File: config.mk
export PLATFORM = sky130hd
export DESIGN_NAME = argmax_classifier
export DESIGN_NICKNAME = d
export VERILOG_FILES = /design/src/rtl/argmax_classifier.sv
export SDC_FILE = /design/constraint.sdc
export NUM_CORES = 1
export LEC_CHECK = 0
export ABC_AREA = 1
export CORE_ASPECT_RATIO = 2
export CORE_MARGIN = 1
export CORE_UTILIZATION = 53
export CTS_CLUSTER_DIAMETER = 50
export DETAILED_ROUTE_END_ITERATION = 12
export PLACE_DENSITY = 0.81
export SYNTH_ARGS = -nofsm -noshare
export SYNTH_HDL_FRONTEND = slang
export SYNTH_SLANG_ARGS = --single-unit
File: constraint.sdc
create_clock -name clk -period 12.3 [get_ports clk]
set_clock_uncertainty 0.05 [all_clocks]
set_input_delay 2.46 -clock clk [delete_from_list [all_inputs] [get_ports clk]]
set_output_delay 2.46 -clock clk [all_outputs]
set_load 0.02 [all_outputs]
File: src/rtl/argmax_classifier.sv
// Sequential argmax over NUM_CLASSES signed neuron scores: one comparison per cycle, valid/ready result.
// Optional second-largest tracking and margin output when ARGMAX_MARGIN_EN is defined.
module argmax_classifier #(
  parameter int unsigned NUM_CLASSES = 10,
  parameter int unsigned SCORE_W     = 26
) (
  input  logic                           clk,
  input  logic                           rst,
  input  logic [NUM_CLASSES*SCORE_W-1:0] scores,
  input  logic                           scores_valid,
  input  logic                           out_ready,
  output logic                           out_valid,
  output logic [3:0]                     class_id,
  output logic [SCORE_W-1:0]             max_score,
`ifdef ARGMAX_MARGIN_EN
  output logic [SCORE_W:0]               margin,
`endif
  output logic                           busy,
  output logic                           overrun
);

  localparam int unsigned IW = $clog2(NUM_CLASSES + 1);
  localparam int unsigned CW = $clog2(NUM_CLASSES);

  typedef enum logic [1:0] {IDLE, SCAN, DONE} state_t;

  state_t                    state, state_next;
  logic signed [SCORE_W-1:0] sc [NUM_CLASSES];
  logic signed [SCORE_W-1:0] best;
  logic signed [SCORE_W-1:0] cur;
  logic [3:0]                best_idx;
  logic [IW-1:0]             idx;
  logic                      accept;
  logic                      last;
  logic                      replace;
`ifdef ARGMAX_MARGIN_EN
  logic signed [SCORE_W-1:0] second;
`endif

  always_comb begin
    accept     = scores_valid && ((state == IDLE) || ((state == DONE) && out_ready));
    // idx == NUM_CLASSES is a finalise cycle that makes the result land NUM_CLASSES edges after capture
    last       = (idx == IW'(NUM_CLASSES));
    cur        = sc[idx[CW-1:0]];
    replace    = (state == SCAN) && !last && (cur > best);
    state_next = state;
    unique case (state)
      IDLE:    if (accept) state_next = SCAN;
      SCAN:    if (last) state_next = DONE;
      DONE:    if (out_ready) state_next = accept ? SCAN : IDLE;
      default: state_next = IDLE;
    endcase
  end

  always_ff @(posedge clk or posedge rst) begin
    if (rst) state <= IDLE;
    else     state <= state_next;
  end

  always_ff @(posedge clk or posedge rst) begin
    if (rst) begin
      for (int unsigned k = 0; k < NUM_CLASSES; k++) sc[k] <= '0;
      best      <= '0;
      best_idx  <= '0;
      idx       <= '0;
      class_id  <= '0;
      max_score <= '0;
      overrun   <= 1'b0;
`ifdef ARGMAX_MARGIN_EN
      second    <= '0;
      margin    <= '0;
`endif
    end else begin
      if (scores_valid && !accept) overrun <= 1'b1;
      if (accept) begin
        for (int unsigned k = 0; k < NUM_CLASSES; k++) sc[k] <= scores[k*SCORE_W +: SCORE_W];
        best     <= scores[SCORE_W-1:0];
        best_idx <= '0;
        idx      <= IW'(1);
`ifdef ARGMAX_MARGIN_EN
        second   <= {1'b1, {(SCORE_W-1){1'b0}}};
`endif
      end else if (state == SCAN) begin
        if (last) begin
          class_id  <= best_idx;
          max_score <= best;
`ifdef ARGMAX_MARGIN_EN
          margin    <= {best[SCORE_W-1], best} - {second[SCORE_W-1], second};
`endif
        end else begin
          idx <= idx + IW'(1);
          if (replace) begin
            best     <= cur;
            best_idx <= 4'(idx);
`ifdef ARGMAX_MARGIN_EN
            second   <= best;
`endif
          end
`ifdef ARGMAX_MARGIN_EN
          else if (cur > second) second <= cur;
`endif
        end
      end
    end
  end

  assign out_valid = (state == DONE);
  assign busy      = (state != IDLE);

endmodule

* Word-level counts from Yosys, hierarchy flattened
Index checks and enable logic that the tools add are counted.
** Storage, ports and cells
- Flip-flop bits (word level) :: 327
- Output and inout bits :: 33
** Cells by class
- Multiplexer cells :: 19
- $lt $le $gt $ge :: 2
- $add $sub $neg :: 1
- Reductions and logical operators :: 16
- Equal/unequal tests :: 7
- Bitwise logic cells :: 2
** Operators by type and width (number)
- 26-bit 2-to-1 mux :: 6
- 26-bit binary-select mux with 4-bit select :: 1
- 4-bit 2-to-1 mux :: 7
- 26-bit > comparator :: 1
- 3-bit AND reduction :: 3
- 2-bit != test (second input constant) :: 4
- 2-bit 2-to-1 mux :: 3
- 2-bit case mux with 3 select lines :: 1
- 2-bit nonzero test :: 3
- 5-bit greater-or-equal comparator (second input constant) :: 1
- 1-bit logical AND :: 5
- 4-bit inverter with 5-bit output :: 1
- 4-bit by 1-bit adder with 4-bit output (second input constant) :: 1
- 4-bit equality test (second input constant) :: 1
- 2-bit by 1-bit equality test with 1-bit output (second input constant) :: 1
- 2-bit equality test (second input constant) :: 1
- 1-bit logical NOT :: 2
- 2-bit logical NOT :: 1
- 2-bit AND reduction :: 1
- 1-bit logical OR :: 1
- 1-bit 2-to-1 mux :: 1
- 1-bit inverter :: 1

* Longest topological paths before layout
- Depth after elaboration :: 10
- Mapped depth :: 23
- Mapped depth without buffers :: 20

* Worst setup path before layout
No wires, ideal clock.
- Path kind :: input to register
- Start :: input port out_ready
- End :: register best[10]
- Slack :: 8.594 ns
- Cell stages on the path :: 11
- Data required time :: 12.133 ns
- Path buffers :: 3
- Arrival :: 3.539 ns
- Cells stage by stage :: inv_1 > nand2_1 > nand3_1 > buf_2 > clkinv_1 > buf_2 > buf_1 > nand2_1 > nand2_1 > nand2_1 > nand2_1
** On the way
- Longest elaborated chain between the ends :: 5
- Elaborated cells between the ends (all ways) :: 8
- Those cells by class :: 1 x eq/ne; 1 x mux; 6 x reduce/logical
** Ends and longest elaborated chain
- start, declared :: RTL line 11 : input logic out_ready,
- 1-bit logical AND * :: RTL line 41 : accept = scores_valid && ((state == IDLE) || ((state == DONE) && out_ready));
- 1-bit logical OR * :: RTL line 41
- 1-bit logical AND * :: RTL line 41
- 2-bit != test (no source line) or 2-bit nonzero test (tied branches)
- 3-bit AND reduction (no source line)
- end signal, assigned :: RTL line 77 : best <= scores[SCORE_W-1:0];
- end signal, assigned :: RTL line 93 : best <= cur;
- end, declared :: RTL line 29 : logic signed [SCORE_W-1:0] best;
Every way passes the cells marked *; elsewhere a longest branch is shown, timed or not.
A chain may end at the register's enable or synchronous reset.

* Worst setup path after layout
- Start :: input port out_ready
- End :: register best[20]
Same word-level chain as after synthesis.

==> run metrics <==
status=finished clean; first-pass GRT wire length=between 70 and 80 mm; post-synth cell types=29; switching power=~2400 uW; post-CTS setup buffers=0; sequential fraction of the synthesis area=52.7%; clk root buf=clkbuf_16; most common cell after layout, fill and taps aside=nand2_1; final WL=between 40 and 50 mm; most frequent CP cell=nand2_1; Rel. slew slack=23.2%; Final Hold Viols=0; CP arrival=between 5000 and 6000 ps; port bufs=around 300; MaxCap Viol Count=0; IO Pins=between 200 and 300; n_diodes=0; CP bufs+invs=4; CP max stage delay=a little under 900 ps; Overall Global Routing Usage=33.4%; Post-CTS Hold Fix Bufs=0; Final TNS setup=0 ps; initial antenna violation count=0; via count=approximately 14000; chip height=~240 um; pwr dens=about 280 nW/um^2; Switching Fraction=roughly 44%; Worst path top cell family by delay=buffers and inverters; Tmin final=just under 5000 ps; RSZ-0062 raised after global routing=false; fin worst setup slack=approximately 7500 ps; Gate power share=approximately 48%; total clock sinks=roughly 330; GP Congestion=~0.96; Setup-failing EPs final=0; CTS tree=done; clock share of power=18.7%; max-slew violation count=0; most frequent cells in the layout=nand2_1 (854), dfrtp_1 (325), clkdlybuf4s50_1 (296), o21ai_0 (202), inv_1 (152); H-tree Lvls=1; asr flop ratio synth=100%; Starting Density=53.8%; total chip power=~5500 uW; CP Cell Sequence=clkdlybuf4s50_1 -> inv_1 -> nand2_1 -> nand3_4 -> inv_8 -> buf_4 -> nand2_1 -> nand2_1 -> nand2_1 -> nand2_1; number of CTS-inserted buffers=29; VDD IR max=approximately 0.18 mV; Hold Path Class=register to register; Flop pwr share=between 30% and 40%; # rows=88; Clock Latency Late Sink=around 560 ps; Die X=~120 um; post-CTS sizing=0; layout cells sized above 1=between 3 and 4%; Mapped Avg Cell Area=7.86 um^2; CP Max Fanout=~150; area grow syn2layout=26.5%; Mapped Area=about 16000 um^2; DRC=0; Final period util=39.0%; largest net degree at the start of global routing=~150; register bit count reported by yosys=approximately 330; Pint=between 3000 and 4000 uW; Syn Inst Count=just under 2000; pre-CTS worst setup slack=6930 ps; starting DRC count in detailed routing=about 1400; crit path capture type=register; syn_nets=about 2300; drt pass-1 iters=5; Ys Warns=0; area share of the leading cell type in the synthesized netlist=between 50% and 60%; EDFF count, synth=0; largest area contributor in the netlist=dfrtp_1; Final ANT Viol Nets=0; CP Data Required Time=about 13000 ps; Crit-path slowest cell=buf_4; slew of the pin with the lowest slew margin=about 1200 ps; Synth Flop Type=dfrtp_1; Via-to-Cell Ratio=5.55; total die area=between 30000 and 40000 um^2; Fmax=about 210 MHz; Crit Path Category=primary input to register; HPWL reported at the end of detailed placement=between 30 and 40 mm; layout net count=approximately 2500; core area=approximately 29000 um^2; wire per inst=19.1 um; Synth area leaders=dfrtp_1 (53%), nand2_1 (21%), o21ai_0 (6.5%), nand3_1 (3.8%), inv_1 (3.7%); Lkg Pwr=about 0.0097 uW; vias in the first global route=14000; clk buf depth=3; GRT overflow=0; Worst-path clk slew=approximately 70 ps; CP Launch Type=primary input
## through the flow
step	cells	util (%)	cell area (um^2)	hold slack (ps)
floorplan	1976	-	15500	394
global placement	2521	64.3	18500	390
detailed placement	2521	64.3	18500	410
CTS	2573	68.1	19600	428
global route	2573	68.1	19600	444
finish	2573	68.1	19600	424
## power groups by stage
stage	Clock (uW)	Sequential (uW)	Combinational (uW)
after floorplan	0	1820	1810
after global placement	0	1840	2520
after detailed placement	0	1870	2600
after CTS	1040	1850	2630
after global routing	1090	1910	2950
final	1040	1860	2650
## worst paths after layout
kind	start	end	slack (ps)	cells after the start
setup / recovery	out_ready	best[20]	7500	10
hold / removal	best_idx[2]	class_id[2]	420	2
setup reg to reg	idx[1]	best[5]	7510	15
hold reg to reg	best_idx[2]	class_id[2]	420	2
max in group asynchronous	rst	sc[34]	8260	3
min in group asynchronous	rst	max_score[3]	2420	2
## logic make-up after synthesis
family,synth area share (%)
buf+inv,7.21
compound gates,11.4
mux,0.903
fa+ha+maj,2.26
simple gates,25.5
flops,52.7
## area by class of cell
| type | instances | area, um^2 |
|---|---|---|
| Timing Repair Buffer | 309 | 3060 |
| Inverter | 157 | 604 |
| Tap cell | 360 | 450 |
| Clock inverter | 16 | 290 |
| Clock buffer | 36 | 802 |
| Sequential cell | 327 | 8190 |
| Multi-Input combinational cell | 1368 | 6240 |
| Fill cell | 2414 | 9210 |
## worst register-to-register path, delay by kind of cell (launching register included)
kind,cells,cell delay [ps]
compound gates,3,1030
fa+ha+maj,1,360
simple gates,10,1800
buf+inv,1,770
flops,1,710
## registers in the layout (all words and copies together), names as in the netlist
signal and flops:
best 26, class_id 4, state 2, max_score 26, overrun 1, idx 4, sc 260, best_idx 4
## layer usage
| metal | up-vias | track usage (%) | routed length (um) | part of all wire [%] |
|---|---|---|---|---|
| met5 | - | 0 | 0 | 0 |
| met4 | 0 | 30.1 | 5050 | 10 |
| met3 | 192 | 2.40 | 2440 | 5.0 |
| met2 | 664 | 55.6 | 24500 | 50 |
| met1 | 6735 | 37.5 | 17200 | 35 |
| li1 | 6699 | - | - | - |
## synth_stat cells, types with 2 or more instances
cell type / number
a21o_1: 3
a21oi_1: 58
buf_1: 15
buf_2: 25
buf_4: 5
buf_6: 2
clkbuf_1: 77
dfrtp_1: 327
ha_1: 28
inv_1: 153
inv_2: 3
mux2i_1: 14
nand2_1: 854
nand3_1: 117
nand4_1: 4
nor2_1: 16
nor3_1: 3
nor3_2: 2
o211ai_1: 53
o21ai_0: 202
o21ai_1: 7
(Power assumes the default switching activity.)
